$ cat config.mk
export PLATFORM = sky130hd
export DESIGN_NAME = bus_dma_host
export DESIGN_NICKNAME = d
export VERILOG_FILES = /design/src/rtl/bus_dma_host.sv
export SDC_FILE = /design/constraint.sdc
export NUM_CORES = 1
export LEC_CHECK = 0
export BUFFER_PORTS_ARGS = -buffer_cell sky130_fd_sc_hd__buf_2
export CORE_ASPECT_RATIO = 1.2
export CORE_MARGIN = 10
export CORE_UTILIZATION = 55
export CTS_CLUSTER_DIAMETER = 80
export DETAILED_ROUTE_END_ITERATION = 7
export PLACE_DENSITY = 0.8
export SYNTH_ARGS = -nofsm -noshare
export SYNTH_HDL_FRONTEND = slang
export SYNTH_SLANG_ARGS = --single-unit
$ cat constraint.sdc
create_clock -name clk_i -period 6.4 [get_ports clk_i]
set_clock_uncertainty 0.2 [all_clocks]
set_input_delay 0.96 -clock clk_i [delete_from_list [all_inputs] [get_ports clk_i]]
set_output_delay 0.96 -clock clk_i [all_outputs]
set_load 0.005 [all_outputs]
$ cat src/rtl/bus_dma_host.sv
// rtl/bus_dma_host.sv - single-channel word-copy DMA engine with register port and bus host
module bus_dma_host #(
  parameter int AddressWidth = 32,
  parameter int DataWidth    = 32,
  parameter int LenWidth     = 16
) (
  input  logic                    clk_i,
  input  logic                    rst_i,
  input  logic                    dev_req_i,
  input  logic                    dev_we_i,
  input  logic [3:0]              dev_be_i,
  input  logic [AddressWidth-1:0] dev_addr_i,
  input  logic [DataWidth-1:0]    dev_wdata_i,
  output logic                    dev_rvalid_o,
  output logic [DataWidth-1:0]    dev_rdata_o,
  output logic                    dev_err_o,
  output logic                    host_req_o,
  input  logic                    host_gnt_i,
  output logic [AddressWidth-1:0] host_addr_o,
  output logic                    host_we_o,
  output logic [3:0]              host_be_o,
  output logic [DataWidth-1:0]    host_wdata_o,
  input  logic                    host_rvalid_i,
  input  logic [DataWidth-1:0]    host_rdata_i,
  input  logic                    host_err_i,
  output logic                    dma_irq_o
);
  typedef enum logic [2:0] {IDLE, RD_REQ, RD_WAIT, WR_REQ, WR_WAIT} state_e;
  state_e state_q, state_d;

  logic [AddressWidth-1:0] src_q, dst_q, cur_src_q, cur_dst_q;
  logic [LenWidth-1:0]     len_q, remaining_q;
  logic [DataWidth-1:0]    buf_q, rdata_q;
  logic                    irq_en_q, done_q, err_q, rvalid_q;

  logic                    busy, reg_wr, ctrl_wr, start;
  logic                    rd_resp, wr_resp, finish, finish_err;
  logic [DataWidth-1:0]    be_mask, rd_mux, src_wr, dst_wr, len_wr;
  logic                    unused_bits;

  assign busy    = (state_q != IDLE);
  assign reg_wr  = dev_req_i & dev_we_i;
  assign ctrl_wr = reg_wr & (dev_addr_i[3:2] == 2'd3);
  assign start   = ctrl_wr & dev_wdata_i[0] & ~busy;

  // Byte-lane merge of the write data into the current register value
  assign be_mask = {{8{dev_be_i[3]}}, {8{dev_be_i[2]}}, {8{dev_be_i[1]}}, {8{dev_be_i[0]}}};
  assign src_wr  = (DataWidth'(src_q) & ~be_mask) | (dev_wdata_i & be_mask);
  assign dst_wr  = (DataWidth'(dst_q) & ~be_mask) | (dev_wdata_i & be_mask);
  assign len_wr  = (DataWidth'(len_q) & ~be_mask) | (dev_wdata_i & be_mask);

  assign unused_bits = ^{dev_addr_i[AddressWidth-1:4], dev_addr_i[1:0], src_wr[1:0],
                         dst_wr[1:0], len_wr[DataWidth-1:LenWidth]};

  always_comb begin
    rd_mux = '0;
    case (dev_addr_i[3:2])
      2'd0:    rd_mux = DataWidth'(src_q);
      2'd1:    rd_mux = DataWidth'(dst_q);
      2'd2:    rd_mux = DataWidth'(len_q);
      default: rd_mux = DataWidth'({err_q, done_q, irq_en_q, busy});
    endcase
  end

  // A response may arrive in the same cycle as the grant
  assign rd_resp = host_rvalid_i & ((state_q == RD_WAIT) | ((state_q == RD_REQ) & host_gnt_i));
  assign wr_resp = host_rvalid_i & ((state_q == WR_WAIT) | ((state_q == WR_REQ) & host_gnt_i));
  assign finish_err = (rd_resp | wr_resp) & host_err_i;
  assign finish     = finish_err | (wr_resp & (remaining_q == LenWidth'(1)));

  always_comb begin
    state_d     = state_q;
    host_req_o  = 1'b0;
    host_we_o   = 1'b0;
    host_addr_o = '0;
    case (state_q)
      IDLE: begin
        if (start && (len_q != '0)) state_d = RD_REQ;
      end
      RD_REQ, RD_WAIT: begin
        host_req_o  = (state_q == RD_REQ);
        host_addr_o = cur_src_q;
        if (rd_resp)                                 state_d = host_err_i ? IDLE : WR_REQ;
        else if ((state_q == RD_REQ) && host_gnt_i)  state_d = RD_WAIT;
      end
      WR_REQ, WR_WAIT: begin
        host_req_o  = (state_q == WR_REQ);
        host_we_o   = (state_q == WR_REQ);
        host_addr_o = cur_dst_q;
        if (wr_resp)                                 state_d = finish ? IDLE : RD_REQ;
        else if ((state_q == WR_REQ) && host_gnt_i)  state_d = WR_WAIT;
      end
      default: state_d = IDLE;
    endcase
  end

  always_ff @(posedge clk_i) begin
    if (rst_i) begin
      state_q     <= IDLE;
      src_q       <= '0;
      dst_q       <= '0;
      len_q       <= '0;
      cur_src_q   <= '0;
      cur_dst_q   <= '0;
      remaining_q <= '0;
      buf_q       <= '0;
      irq_en_q    <= 1'b0;
      done_q      <= 1'b0;
      err_q       <= 1'b0;
      rvalid_q    <= 1'b0;
      rdata_q     <= '0;
    end else begin
      state_q  <= state_d;
      rvalid_q <= dev_req_i;
      rdata_q  <= (dev_req_i && !dev_we_i) ? rd_mux : '0;
      if (reg_wr && !busy) begin
        case (dev_addr_i[3:2])
          2'd0:    src_q <= {src_wr[AddressWidth-1:2], 2'b00};
          2'd1:    dst_q <= {dst_wr[AddressWidth-1:2], 2'b00};
          2'd2:    len_q <= len_wr[LenWidth-1:0];
          default: ;
        endcase
      end
      if (ctrl_wr) begin
        irq_en_q <= dev_wdata_i[1];
        if (dev_wdata_i[2]) done_q <= 1'b0;
      end
      if (start) begin
        done_q      <= (len_q == '0);
        err_q       <= 1'b0;
        cur_src_q   <= src_q;
        cur_dst_q   <= dst_q;
        remaining_q <= len_q;
      end
      if (rd_resp) buf_q <= host_rdata_i;
      if (wr_resp) begin
        cur_src_q   <= cur_src_q + AddressWidth'(4);
        cur_dst_q   <= cur_dst_q + AddressWidth'(4);
        remaining_q <= remaining_q - LenWidth'(1);
      end
      // Completion overrides a same-cycle DONE clear
      if (finish) begin
        done_q <= 1'b1;
        if (finish_err) err_q <= 1'b1;
      end
    end
  end

  assign dev_rvalid_o = rvalid_q;
  assign dev_rdata_o  = rdata_q;
  assign dev_err_o    = 1'b0;
  assign host_be_o    = 4'hF;
  assign host_wdata_o = buf_q;
  assign dma_irq_o    = done_q & irq_en_q;
endmodule
==> flow_summary_export.csv <==
group,metric,value,unit
logic_synthesis,post_synth_fa_ha_maj_area_fraction,0.00486,
logic_synthesis,syn_area,0.0103,sq mm
power,p_leak,4.88,nW
power,pwr_dens,289,mW/mm^2
clocking,cts_root_buf,"clkbuf_16",
timing,max_frequency,267,MHz
timing,timing.max_slew.rel_slack,0.254,
worst_hold_path,terminating_pin_of_the_worst_hold_path,"cur_dst_q[24]",
finish,layout.cells.most_common,"dfxtp_1",
global_routing,globalRoute.totalOverflow,0,
global_routing,track_usage,0.231,
clocking,post_cts_buffers,0,
logic_synthesis,synth-seq-area-share,0.434,
floorplan,ios,212,
global_routing,antenna_violations_before_repair,1,
route,initialDrtViolationCount,968,
worst_hold_path,hold_depth,2,
timing,tns,0,ns
floorplan,die_area,0.0246,sq mm
clocking,clock_sink_count,223,
route,route.detailed.wl_per_inst,19.2,um
placed_design,detailedPlacementHpwl,20700,um
logic_synthesis,ys.warnings.count,0,
route,iteration_count_of_the_initial_detailed_routing_pass,6,
timing,post-route-period-util,0.585,
logic_synthesis,synth.lib_cells_used.distinct,70,
logic_synthesis,main_combinational_cell_family_by_area_after_synthesis,"simple AND/OR/NAND/NOR gates",
timing,final_critical_path_setup_slack,2.65,ns
clocking,post_cts_hold_buffer_count,0,
placed_design,routabilityCongestion,0.912,
worst_setup_path,worst_r2r_endpoint,"cur_src_q[2]",
logic_synthesis,synthCells,1159,
global_routing,global_route_wire_length_before_repair,46500,um
logic_synthesis,postSynthRegisterBits,223,
logic_synthesis,main_synth_ff_type,"dfxtp_1",
timing,finalWorstPathRequiredPeriod,3.75,ns
finish,design_area,0.0120,sq mm
placed_design,detailed_place.area,0.0112,sq mm
worst_setup_path,r2r-start,"state_q[2]",
worst_setup_path,worst-r2r-setup-slack,3.11,ns
clocking,max-clock-path-buffers,3,
clocking,clk_transition_reported_paths,0.06,ns
floorplan,core_region_area,0.0183,sq mm
finish,layout.cells.most_common_list,"dfxtp_1 (223), nor2_1 (195), buf_2 (173), mux2i_1 (139), nand2_1 (69)",
global_routing,vias_in_the_first_global_route,8888,
finish,drive_gt1_frac,0.198,
logic_synthesis,synth-compound-area-share,0.149,
flow_run,maxCapViolations,0,
finish,filler_cell_count,1522,
route,drc_errors,0,
worst_setup_path,data_arrival_time_of_the_worst_path,2.59,ns
power,peakVddDrop,0.000220,V
logic_synthesis,synthMuxAreaShare,0.147,
worst_setup_path,worst-path-max-fanout,31,
logic_synthesis,post_synth_and_or_nand_nor_area_fraction,0.215,
worst_setup_path,cp-start-kind,"flip-flop",
worst_setup_path,critPathKind,"flip-flop to output pin",
logic_synthesis,async_reset_ff_frac,0,
global_routing,grt_max_degree,76,
status,status,"finished, final reports clean",
route,antenna_violating_nets_post_route,0,
finish,flow.area_growth_from_synthesis,16.7,%
clocking,clk-insertion-delay-late,0.51,ns
route,routed_via_count,9305,
placed_design,number_of_port_buffers,174,
logic_synthesis,syn_area_per_cell,8.88,sq um
clocking,cts_resized,0,
timing,unrepaired_setup_endpoints_after_global_routing,"no",
timing,finalHoldViolCount,0,
clocking,cts_tree,"built",
placed_design,placement.setup.worst_slack,2.49,ns
timing,slew_viol_final,0,
floorplan,placementRows,54,
logic_synthesis,synth-xor-area-share,0.00425,
timing,setup_viol,0,
finish,final_nets,1394,
route,finalWirelength,29700,um
timing,max_slew.worst_pin.slew,1.11,ns
floorplan,die_height,170,um
worst_hold_path,min_path_type,"flip-flop to flip-flop",
clocking,ctsHtreeMaxLevel,1,
worst_setup_path,critical_path_required,5.24,ns
floorplan,die_width,145,um
route,drt-vias-per-instance,6.00,
logic_synthesis,number_of_enable_flip_flop_cells_after_synthesis,0,
worst_setup_path,crit_path_end_kind,"output pin",
worst_hold_path,min-delay-start,"dst_q[24]",
worst_setup_path,reg2reg_depth,5,
floorplan,start_util,0.562,
clocking,cts-buffers-inserted,23,
-- metal layers --
layer  wire length (um)  share of wire  GRT usage  up-vias
met4                950          0.032     0.0841        0
met5                  0              0          0        -
met3               2460          0.083     0.0415       79
met2              14600           0.49      0.397      401
met1              11700           0.39      0.282     4386
li1                   -              -          -     4439
-- report_power, final --
part           total, mW  internal, mW  switching, mW
clock network       1.43         0.888          0.544
logic              0.526         0.207          0.319
registers           1.51          1.45         0.0592
-- layout make-up --
| class | instances | area [sq um] | area share |
|---|---|---|---|
| Inverter | 16 | 60.1 | 0.00500 |
| Clock buffer | 33 | 673 | 0.0561 |
| Antenna cell | 1 | 2.50 | 0.000208 |
| Timing Repair Buffer | 185 | 956 | 0.0796 |
| Sequential cell | 223 | 4460 | 0.372 |
| Clock inverter | 6 | 134 | 0.0112 |
| Tap cell | 252 | 315 | 0.0263 |
| Multi-Input combinational cell | 834 | 5400 | 0.450 |
-- worst max-delay path, cell delays in order, from the launching register on --
cell and delay [ns]:
dfxtp_1 0.58, nor3b_2 0.41, or2_2 0.64, a22o_1 0.31
buf_2 0.14
-- per-stage QoR --
step	util	hold WS [ns]	cells	total power [mW]
4_1_cts	0.656	0.291	1549	3.49
3_5_place_dp	0.612	0.279	1510	2.06
2_1_floorplan	-	0.233	1164	1.89
3_3_place_gp	0.612	0.260	1510	2.05
5_1_grt	0.656	0.319	1550	3.59
6_report	0.656	0.285	1550	3.47
-- worst max path at each step --
stage / from / end / slack (ns)
2_1_floorplan: state_q[0] / host_addr_o[10] / 3.63
4_1_cts: state_q[2] / host_addr_o[9] / 2.67
5_1_grt: state_q[2] / host_addr_o[12] / 2.51
3_3_place_gp: dev_addr_i[3] / remaining_q[1] / 2.53
3_5_place_dp: dev_addr_i[3] / remaining_q[1] / 2.49
6_report: state_q[2] / host_addr_o[9] / 2.65
-- registers in the layout (all words and copies together) (netlist names) --
register      flops
dev_rdata_o      32
host_wdata_o     32
cur_dst_q        30
cur_src_q        30
dst_q            30
src_q            30
len_q            16
remaining_q      16
state_q           3
dev_rvalid_o      1
done_q            1
err_q             1
irq_en_q          1
-- synth_stat cells (all sizes together) (18+ instances only) --
| library cell | instances | area share |
|---|---|---|
| nand4 | 27 | 0.018 |
| nor2 | 196 | 0.071 |
| a22o | 30 | 0.026 |
| nand2 | 69 | 0.025 |
| and3 | 18 | 0.011 |
| o21ai | 23 | 0.011 |
| mux2i | 139 | 0.14 |
| clkbuf | 45 | 0.016 |
| buf | 46 | 0.024 |
| a21oi | 56 | 0.027 |
| nand3 | 36 | 0.019 |
| a31oi | 28 | 0.017 |
| dfxtp | 223 | 0.43 |
| nor4 | 21 | 0.014 |
-- cell families after synthesis --
group | after synthesis
buf+inv | 107
fa+ha+maj | 4
other cells | 2
xor+xnor | 5
compound gates | 221
simple gates | 449
flops | 223
mux | 148
No activity file was read; power rests on OpenSTA's default activity.
